$ cat src/rtl/sample_stream_player_if.sv
// FIFO read port and DAC sample port of the sample stream player.
// master = player side, slave = FIFO/DAC side.
interface sample_stream_player_if #(
  parameter int FIFO_W = 32,
  parameter int DAC_W  = 12
);
  logic [FIFO_W-1:0] fifo_dout;
  logic              fifo_empty;
  logic              fifo_rd_en;
  logic [DAC_W-1:0]  ampl;
  logic              sample_stb;

  modport master (
    input  fifo_dout,
    input  fifo_empty,
    output fifo_rd_en,
    output ampl,
    output sample_stb
  );

  modport slave (
    output fifo_dout,
    output fifo_empty,
    input  fifo_rd_en,
    input  ampl,
    input  sample_stb
  );
endinterface

$ cat src/rtl/sample_stream_player.sv
// Paced sample unpacker: pops packed FIFO words, emits one SAMPLE_W slice (LSB first) every rate_div clocks.
// Optional saturating underrun counter enabled by defining SSP_UNDERRUN_CNT_EN.
module sample_stream_player #(
  parameter int FIFO_W   = 32,
  parameter int SAMPLE_W = 8,
  parameter int DAC_W    = 12,
  parameter int DIV_W    = 32
) (
  input  logic                 clk,
  input  logic                 reset,
  input  logic                 enable,
  input  logic [DIV_W-1:0]     rate_div,
  input  logic                 scale_mode,
  sample_stream_player_if.master bus,
  output logic                 underrun,
  output logic                 busy,
  output logic [15:0]          underrun_cnt
);

  localparam int NSAMP = FIFO_W / SAMPLE_W;
  localparam int IDX_W = (NSAMP > 1) ? $clog2(NSAMP) : 1;
  localparam int SHIFT = DAC_W - SAMPLE_W;
  localparam logic [IDX_W-1:0] IDX_LAST = IDX_W'(NSAMP - 1);
  localparam logic [DIV_W-1:0] DIV_MIN  = DIV_W'(3);

  typedef enum logic [0:0] {
    IDLE = 1'b0,
    RUN  = 1'b1
  } state_t;

  state_t            state_r;
  state_t            state_nxt_s;
  logic              run_s;
  logic              rd_en_s;
  logic              leaving_s;
  logic              tick_s;
  logic [DIV_W-1:0]  div_eff_s;
  logic [DIV_W-1:0]  cnt_r;
  logic [FIFO_W-1:0] word_r;
  logic              word_valid_r;
  logic              pending_r;
  logic [IDX_W-1:0]  idx_r;
  logic [SAMPLE_W-1:0] sample_s;
  logic [DAC_W-1:0]  ampl_r;
  logic              sample_stb_r;
  logic              underrun_r;

  function automatic logic [DAC_W-1:0] format_sample(input logic [SAMPLE_W-1:0] s,
                                                     input logic left);
    logic [DAC_W-1:0] f;
    f = {DAC_W{1'b0}};
    f[SAMPLE_W-1:0] = s;
    if (left) begin
      f = f << SHIFT;
    end else begin
      f = f;
    end
    return f;
  endfunction

  // State register
  always_ff @(posedge clk or posedge reset) begin
    if (reset) state_r <= IDLE;
    else       state_r <= state_nxt_s;
  end

  // Next-state logic
  always_comb begin
    state_nxt_s = state_r;
    case (state_r)
      IDLE:    if (enable) state_nxt_s = RUN;  else state_nxt_s = IDLE;
      RUN:     if (!enable) state_nxt_s = IDLE; else state_nxt_s = RUN;
      default: state_nxt_s = IDLE;
    endcase
  end

  // State decode: run flag and fetch strobe
  always_comb begin
    run_s   = 1'b0;
    rd_en_s = 1'b0;
    case (state_r)
      RUN: begin
        run_s   = 1'b1;
        rd_en_s = !word_valid_r && !pending_r && !bus.fifo_empty;
      end
      IDLE: begin
        run_s   = 1'b0;
        rd_en_s = 1'b0;
      end
      default: begin
        run_s   = 1'b0;
        rd_en_s = 1'b0;
      end
    endcase
  end

  assign leaving_s = run_s && (state_nxt_s == IDLE);
  assign div_eff_s = (rate_div < DIV_MIN) ? DIV_MIN : rate_div;
  assign tick_s    = run_s && (cnt_r >= (div_eff_s - DIV_W'(1)));
  assign sample_s  = word_r[int'(idx_r) * SAMPLE_W +: SAMPLE_W];

  // Tick counter, held at zero outside RUN so every start begins a fresh period
  always_ff @(posedge clk or posedge reset) begin
    if (reset)        cnt_r <= {DIV_W{1'b0}};
    else if (!run_s)  cnt_r <= {DIV_W{1'b0}};
    else if (tick_s)  cnt_r <= {DIV_W{1'b0}};
    else              cnt_r <= cnt_r + DIV_W'(1);
  end

  // Word buffer; a read still in flight when leaving RUN is dropped
  always_ff @(posedge clk or posedge reset) begin
    if (reset) begin
      word_r       <= {FIFO_W{1'b0}};
      word_valid_r <= 1'b0;
      pending_r    <= 1'b0;
      idx_r        <= {IDX_W{1'b0}};
    end else if (!run_s || leaving_s) begin
      word_valid_r <= 1'b0;
      pending_r    <= 1'b0;
      idx_r        <= {IDX_W{1'b0}};
    end else begin
      pending_r <= rd_en_s;
      if (pending_r) begin
        word_r       <= bus.fifo_dout;
        word_valid_r <= 1'b1;
        idx_r        <= {IDX_W{1'b0}};
      end else if (tick_s && word_valid_r) begin
        if (idx_r == IDX_LAST) begin
          word_valid_r <= 1'b0;
          idx_r        <= {IDX_W{1'b0}};
        end else begin
          idx_r <= idx_r + IDX_W'(1);
        end
      end
    end
  end

  // Registered sample output and status pulses
  always_ff @(posedge clk or posedge reset) begin
    if (reset) begin
      ampl_r       <= {DAC_W{1'b0}};
      sample_stb_r <= 1'b0;
      underrun_r   <= 1'b0;
    end else begin
      sample_stb_r <= tick_s && word_valid_r;
      underrun_r   <= tick_s && !word_valid_r;
      if (tick_s && word_valid_r) ampl_r <= format_sample(sample_s, scale_mode);
    end
  end

`ifdef SSP_UNDERRUN_CNT_EN
  logic [15:0] underrun_cnt_r;

  // Saturating underrun counter, cleared only by reset
  always_ff @(posedge clk or posedge reset) begin
    if (reset) begin
      underrun_cnt_r <= 16'h0000;
    end else if (tick_s && !word_valid_r && (underrun_cnt_r != 16'hFFFF)) begin
      underrun_cnt_r <= underrun_cnt_r + 16'h0001;
    end
  end

  assign underrun_cnt = underrun_cnt_r;
`else
  assign underrun_cnt = 16'h0000;
`endif

  assign bus.fifo_rd_en = rd_en_s;
  assign bus.ampl       = ampl_r;
  assign bus.sample_stb = sample_stb_r;
  assign underrun       = underrun_r;
  assign busy           = (state_r == RUN);

endmodule

$ cat src/flat_wrapper.sv
// flat-port wrapper written by rule: the top's interface ports become plain ports
module sample_stream_player_flat 
#(
  parameter int FIFO_W   = 32,
  parameter int SAMPLE_W = 8,
  parameter int DAC_W    = 12,
  parameter int DIV_W    = 32
)
  (clk, reset, enable, rate_div, scale_mode, underrun, busy, underrun_cnt, bus_fifo_dout, bus_fifo_empty, bus_fifo_rd_en, bus_ampl, bus_sample_stb);
  sample_stream_player_if #(.FIFO_W(FIFO_W), .DAC_W(DAC_W)) bus_i ();
  input  logic clk;
  input  logic reset;
  input  logic enable;
  input  logic [DIV_W-1:0] rate_div;
  input  logic scale_mode;
  output logic underrun;
  output logic busy;
  output logic [15:0] underrun_cnt;
  input wire logic [$bits(bus_i.fifo_dout)-1:0] bus_fifo_dout;
  input wire logic [$bits(bus_i.fifo_empty)-1:0] bus_fifo_empty;
  output wire logic [$bits(bus_i.fifo_rd_en)-1:0] bus_fifo_rd_en;
  output wire logic [$bits(bus_i.ampl)-1:0] bus_ampl;
  output wire logic [$bits(bus_i.sample_stb)-1:0] bus_sample_stb;
  assign bus_i.fifo_dout = bus_fifo_dout;
  assign bus_i.fifo_empty = bus_fifo_empty;
  assign bus_fifo_rd_en = bus_i.fifo_rd_en;
  assign bus_ampl = bus_i.ampl;
  assign bus_sample_stb = bus_i.sample_stb;
  sample_stream_player #(.FIFO_W(FIFO_W), .SAMPLE_W(SAMPLE_W), .DAC_W(DAC_W), .DIV_W(DIV_W)) u_core (.clk(clk), .reset(reset), .enable(enable), .rate_div(rate_div), .scale_mode(scale_mode), .bus(bus_i), .underrun(underrun), .busy(busy), .underrun_cnt(underrun_cnt));
endmodule
$ cat config.mk
export PLATFORM = sky130hd
export DESIGN_NAME = sample_stream_player_flat
export DESIGN_NICKNAME = d
export VERILOG_FILES = /design/src/rtl/sample_stream_player_if.sv /design/src/rtl/sample_stream_player.sv /design/src/flat_wrapper.sv
export SDC_FILE = /design/constraint.sdc
export NUM_CORES = 1
export LEC_CHECK = 0
export ABC_AREA = 0
export ABC_CLOCK_PERIOD_IN_PS = 8500
export BUFFER_PORTS_ARGS = -buffer_cell sky130_fd_sc_hd__buf_2
export CORE_ASPECT_RATIO = 0.9
export CORE_UTILIZATION = 60
export DETAILED_ROUTE_END_ITERATION = 10
export HOLD_SLACK_MARGIN = 0.02
export PLACE_DENSITY_LB_ADDON = 0.1
export RECOVER_POWER = 25
export SLEW_MARGIN = 15
export SYNTH_ARGS = -nofsm -noshare
export SYNTH_HDL_FRONTEND = slang
export SYNTH_SLANG_ARGS = --single-unit
$ cat constraint.sdc
create_clock -name clk -period 8.5 [get_ports clk]
set_clock_uncertainty 0.15 [all_clocks]
set_input_delay 2.125 -clock clk [delete_from_list [all_inputs] [get_ports clk]]
set_output_delay 2.125 -clock clk [all_outputs]
set_load 0.03 [all_outputs]
* After elaboration in Yosys (flattened, before gate mapping)
Cells that the tools add are included.
** Storage, ports and cells
- Bits of input ports :: 69
- Flip-flop bits (word level) :: 83
** Operators by class
- Add/subtract/negate cells :: 3
- Magnitude comparators :: 2
- Eq/ne operators :: 1
- Reduce and logical (&&, ||, !) cells :: 15
- Bitwise operators :: 3
- Multiplexer cells :: 16
- Shift operators :: 1
** Operator list (number)
- $mux W32 :: 3
- $add A32 B1 Y32 const B :: 1
- $ge A32 B32 Y1 :: 1
- $lt A32 B2 Y1 const B :: 1
- $shiftx A32 B6 Y8 :: 1
- $sub A32 B1 Y32 const B :: 1
- $mux W12 :: 1
- $mux W2 :: 4
- $logic_and A1 B1 Y1 :: 6
- $mux W1 :: 6
- $reduce_bool A3 Y1 :: 2
- $logic_not A1 Y1 :: 4
- $pmux W1 S2 :: 2
- $reduce_and A2 Y1 :: 2
- $not A1 Y1 :: 3
- $add A2 B1 Y2 const B :: 1
- $eq A2 B2 Y1 const B :: 1
- $logic_or A1 B1 Y1 :: 1

* Depth between registers and ports, before layout
- Depth in word-level cells :: 9
- Mapped depth :: 18
- Depth with buffers taken out :: 16

* Worst setup path after synthesis
No wires, ideal clock.
- Path kind :: in2reg
- From :: input port rate_div[18]
- To :: register u_core.ampl_r[0], in the netlist u_core.bus.ampl[0]
- Stages on the path :: 18
- Path buffers :: 2
- Arrival time :: 6666 ps
- Path slack :: 1559 ps
- Library setup time :: 125 ps
- Cells stage by stage :: or4_4 or4b_4 or4_4 buf_6 nor4_4 nor2_1 ha_1 nand3_1 nor3_1 xnor2_1 ha_1 a21oi_1 nand2_1 a221oi_1 o21a_1 a21o_1 clkbuf_1 mux2_2
** Between the ends
- Cells in the longest elaborated chain, start to end :: 6
** Ends and longest elaborated chain
- from (decl) :: RTL line flat_wrapper.sv:14 : input logic [DIV_W-1:0] rate_div;
- $lt A32 B2 Y1 :: RTL line sample_stream_player.sv:98 : assign div_eff_s = (rate_div < DIV_MIN) ? DIV_MIN : rate_div;
- $mux W32 * :: RTL line sample_stream_player.sv:98
- $sub A32 B1 Y32 * :: RTL line sample_stream_player.sv:99 : assign tick_s = run_s && (cnt_r >= (div_eff_s - DIV_W'(1)));
- $ge A32 B32 Y1 * :: RTL line sample_stream_player.sv:99
- $logic_and A1 B1 Y1 * :: RTL line sample_stream_player.sv:99
- $logic_and A1 B1 Y1 * :: RTL line sample_stream_player.sv:147 : if (tick_s && word_valid_r) ampl_r <= format_sample(sample_s, scale_mode);
- to (signal assigned) :: RTL line sample_stream_player.sv:141 : ampl_r <= {DAC_W{1'b0}};
- to (signal assigned) :: RTL line sample_stream_player.sv:147
- to (decl) :: RTL line sample_stream_player.sv:44 : logic [DAC_W-1:0] ampl_r;
Mark *: on every way between the ends. The rest lies on a longest branch, timed or not.
A chain may end at the register's enable or synchronous reset.

* Worst setup path in the final report
- From :: input port rate_div[18]
- To :: register u_core.ampl_r[4], in the netlist u_core.bus.ampl[4]
Same word-level chain as after synthesis.

==> impl_metrics.env <==
export IMPL_status="finished with violations"
export IMPL_violations="max-capacitance violations, max-slew violations"
export IMPL_die_w_um=99.1
export IMPL_cts_sinks=83
export IMPL_hold_viol=0
export IMPL_syn_area_per_cell_um2=10.5
export IMPL_worstPathArrival_ps=7290
export IMPL_routed_wl_um=10700
export IMPL_grt_max_degree=84
export IMPL_core_mm2=0.00815
export IMPL_cts_clk_slew_worst_paths_ps=90
export IMPL_dieArea_mm2=0.00886
export IMPL_p_comb_frac=0.150
export IMPL_ys_dominant_reg_cell="dfrtp_1"
export IMPL_critPathLaunch="rate_div[18]"
export IMPL_synth_top_area_share=0.408
export IMPL_endpoint="u_core.bus.ampl[4]"
export IMPL_switching_power_mw=0.245
export IMPL_pin_count=101
export IMPL_endpoint_kind="register"
export IMPL_ys_ff_latch=83
export IMPL_cts_resized_gates=0
export IMPL_p_sw_frac=0.272
export IMPL_netlist_instances=487
export IMPL_syn_to_final_growth_pct=13.1
export IMPL_async_flop_share=1.00
export IMPL_slowest_stage="or4_4"
export IMPL_grt_pass1_vias=3838
export IMPL_portBuffers=84
export IMPL_pwr_share_seq=0.505
export IMPL_min_path_type="register to register"
export IMPL_worstPathCellList="buf_2 -> or4_4 -> or4b_4 -> or4_4 -> nor4_4 -> nor2_1 -> ha_1 -> nand3_1 -> nor3_1 -> xnor2_1 -> ha_1 -> nand4_1 -> nor3_1 -> a221oi_1 -> o21a_1 -> a21o_1 -> mux2_2"
export IMPL_grt_overflow_total=0
export IMPL_synth_common_cells="dfrtp_1 (83), nor2_1 (53), mux2_2 (44)"
export IMPL_clk_path_buf_depth=2
export IMPL_worstReg2RegEnd="u_core.bus.ampl[4]"
export IMPL_critPathRequiredTime_ps=8590
export IMPL_antenna_found_initial=0
export IMPL_drtIter0Drc=131
export IMPL_regToRegSetupSlack_ps=5420
export IMPL_postCtsHoldBufs=0
export IMPL_setup_ws_ps=1310
export IMPL_rsz0062_at_grt="no"
export IMPL_final_cells=676
export IMPL_post_cts_setup_buffer_count=0
export IMPL_power_density_mw_per_mm2=156
export IMPL_grt_total_usage=0.259
export IMPL_path_class="input pin to register"
export IMPL_dpl_worst_slack_ps=1050
export IMPL_gp_congestion=0.886
export IMPL_ys_warn_count=0
export IMPL_dieHeight_um=89.4
export IMPL_tightest_slew_ps=4400
export IMPL_synth_top_area_cell="dfrtp_1"
export IMPL_clock_fmax_mhz=139
export IMPL_yosysMostFrequentCell="dfrtp_1"
export IMPL_path_max_fanout=15
export IMPL_slew_headroom=-1.94
export IMPL_final_core_utilization=0.707
export IMPL_place_hpwl_um=8090
export IMPL_synth_edff_count=0
export IMPL_antenna_left=0
export IMPL_rows=31
export IMPL_diodes=0
export IMPL_stdcell_area_mm2=0.00576
export IMPL_cts_root_buf="clkbuf_8"
export IMPL_p_leak_nw=2.69
export IMPL_power_internal_mw=0.656
export IMPL_start_util=0.625
export IMPL_cp_start_kind="input pin"
export IMPL_tns_ps=0
export IMPL_place_area_mm2=0.00555
export IMPL_via_per_inst=5.71
export IMPL_power_frac_clock=0.345
export IMPL_post_drt_wl_per_cell_um=15.9
export IMPL_r2r_start="u_core.cnt_r[0]"
export IMPL_cts_buffers=9
export IMPL_crit_path_max_incr_delay_ps=560
export IMPL_drv_cap=2
export IMPL_dp_cells=660
export IMPL_ys_seq_area_frac=0.408
export IMPL_grt_pass1_wl_um=17900
export IMPL_synth_cell_type_count=43
export IMPL_insertion_delay_ps=360
export IMPL_min_period_over_period=0.846
export IMPL_drc_errors=0
export IMPL_slew_viol_final=117
export IMPL_yosys_top_cells_area="dfrtp_1 (41%), mux2_2 (9.7%), ha_1 (8.6%)"
export IMPL_fin_crit_ps=7190
export IMPL_cts_htree_levels=3
export IMPL_layout_drive_gt1_share=0.282
export IMPL_reg2reg_depth=8
export IMPL_peakVddDrop_mv=0.128
export IMPL_vias=3861
export IMPL_cts_tree="done"
export IMPL_drt_pass1_iter_count=4
export IMPL_syn_area_mm2=0.00509
export IMPL_setup_viol=0
export IMPL_fin_nets=676
## per-layer routing
| metal | up-vias | global-route usage | share of wire |
|---|---|---|---|
| met5 | - | 0 | 0 |
| met4 | 0 | 0.106 | 0.021 |
| met3 | 23 | 0.0438 | 0.044 |
| met2 | 112 | 0.434 | 0.47 |
| met1 | 1842 | 0.341 | 0.46 |
| li1 | 1884 | - | - |
## power by group through the flow
stage | clock [mW] | sequential (mW) | combinational [mW]
final | 0.311 | 0.455 | 0.135
after global routing | 0.332 | 0.459 | 0.150
after CTS | 0.316 | 0.454 | 0.136
after detailed placement | 0 | 0.463 | 0.136
after global placement | 0 | 0.460 | 0.131
after floorplan | 0 | 0.455 | 0.104
## state kept, by name (all words and copies together), names as in the netlist
signal / flops
u_core.idx_r: 2
u_core.bus.sample_stb: 1
u_core.busy: 1
u_core.word_valid_r: 1
u_core.bus.ampl: 12
u_core.word_r: 32
u_core.underrun: 1
u_core.cnt_r: 32
u_core.pending_r: 1
## final cells by class
| class | count | area [um^2] |
|---|---|---|
| multi-input combinational | 385 | 2890 |
| fill | 624 | 2380 |
| sequential | 83 | 2080 |
| timing repair buffer | 87 | 434 |
| clock buffer | 10 | 138 |
| tap | 99 | 124 |
| clock inverter | 6 | 78.8 |
| inverter | 6 | 23.8 |
## logic make-up after synthesis
group,synth area share
and+or+nand+nor,0.181
DFF,0.408
xor gates and xnor gates,0.0980
muxes,0.137
AOI/OAI and AO/OA,0.0521
adders and majority gates,0.0860
buffers and inverters,0.0383
other,0.000736
## cell usage in the layout (no fill, tap or decap), types with 3 or more instances in the layout
master / count
nor3_1: 20
or3_1: 7
buf_2: 83
nand2_1: 32
mux2_2: 44
nor2b_1: 4
or2_2: 4
ha_1: 35
or4_1: 3
nor4_1: 8
mux4_2: 8
dfrtp_1: 83
o21ai_0: 8
xor2_1: 29
nand4_1: 14
clkbuf_1: 3
and3_1: 5
nand2b_1: 4
a21oi_1: 16
xnor2_1: 28
nor2_1: 53
nand3_1: 19
inv_1: 5
o21a_1: 3
o211ai_1: 4
conb_1: 16
clkbuf_8: 10
## stage by stage
step / power (mW) / hold slack [ps]
6_report: 0.901 / 360
5_1_grt: 0.941 / 369
4_1_cts: 0.907 / 362
3_5_place_dp: 0.598 / 342
3_3_place_gp: 0.591 / 334
2_1_floorplan: 0.559 / 324
## worst min path at each step
stage	start	endpoint	depth (start not counted)
5_1_grt	u_core.word_r[21]	u_core.word_r[21]	1
2_1_floorplan	u_core.word_r[18]	u_core.word_r[18]	1
3_5_place_dp	u_core.word_r[21]	u_core.word_r[21]	1
6_report	u_core.word_r[21]	u_core.word_r[21]	1
4_1_cts	u_core.word_r[31]	u_core.word_r[31]	1
3_3_place_gp	u_core.word_r[23]	u_core.word_r[23]	1
## worst max-delay path, delay by kind of cell
family	cells	cell delay, ps
buffers and inverters	1	110
AND/OR/NAND/NOR	9	2630
AO/OA/AOI/OAI	3	1130
adder cells (fa/ha/maj)	2	620
XOR/XNOR	1	270
multiplexers	1	400
No activity file was read; power rests on OpenSTA's default activity.
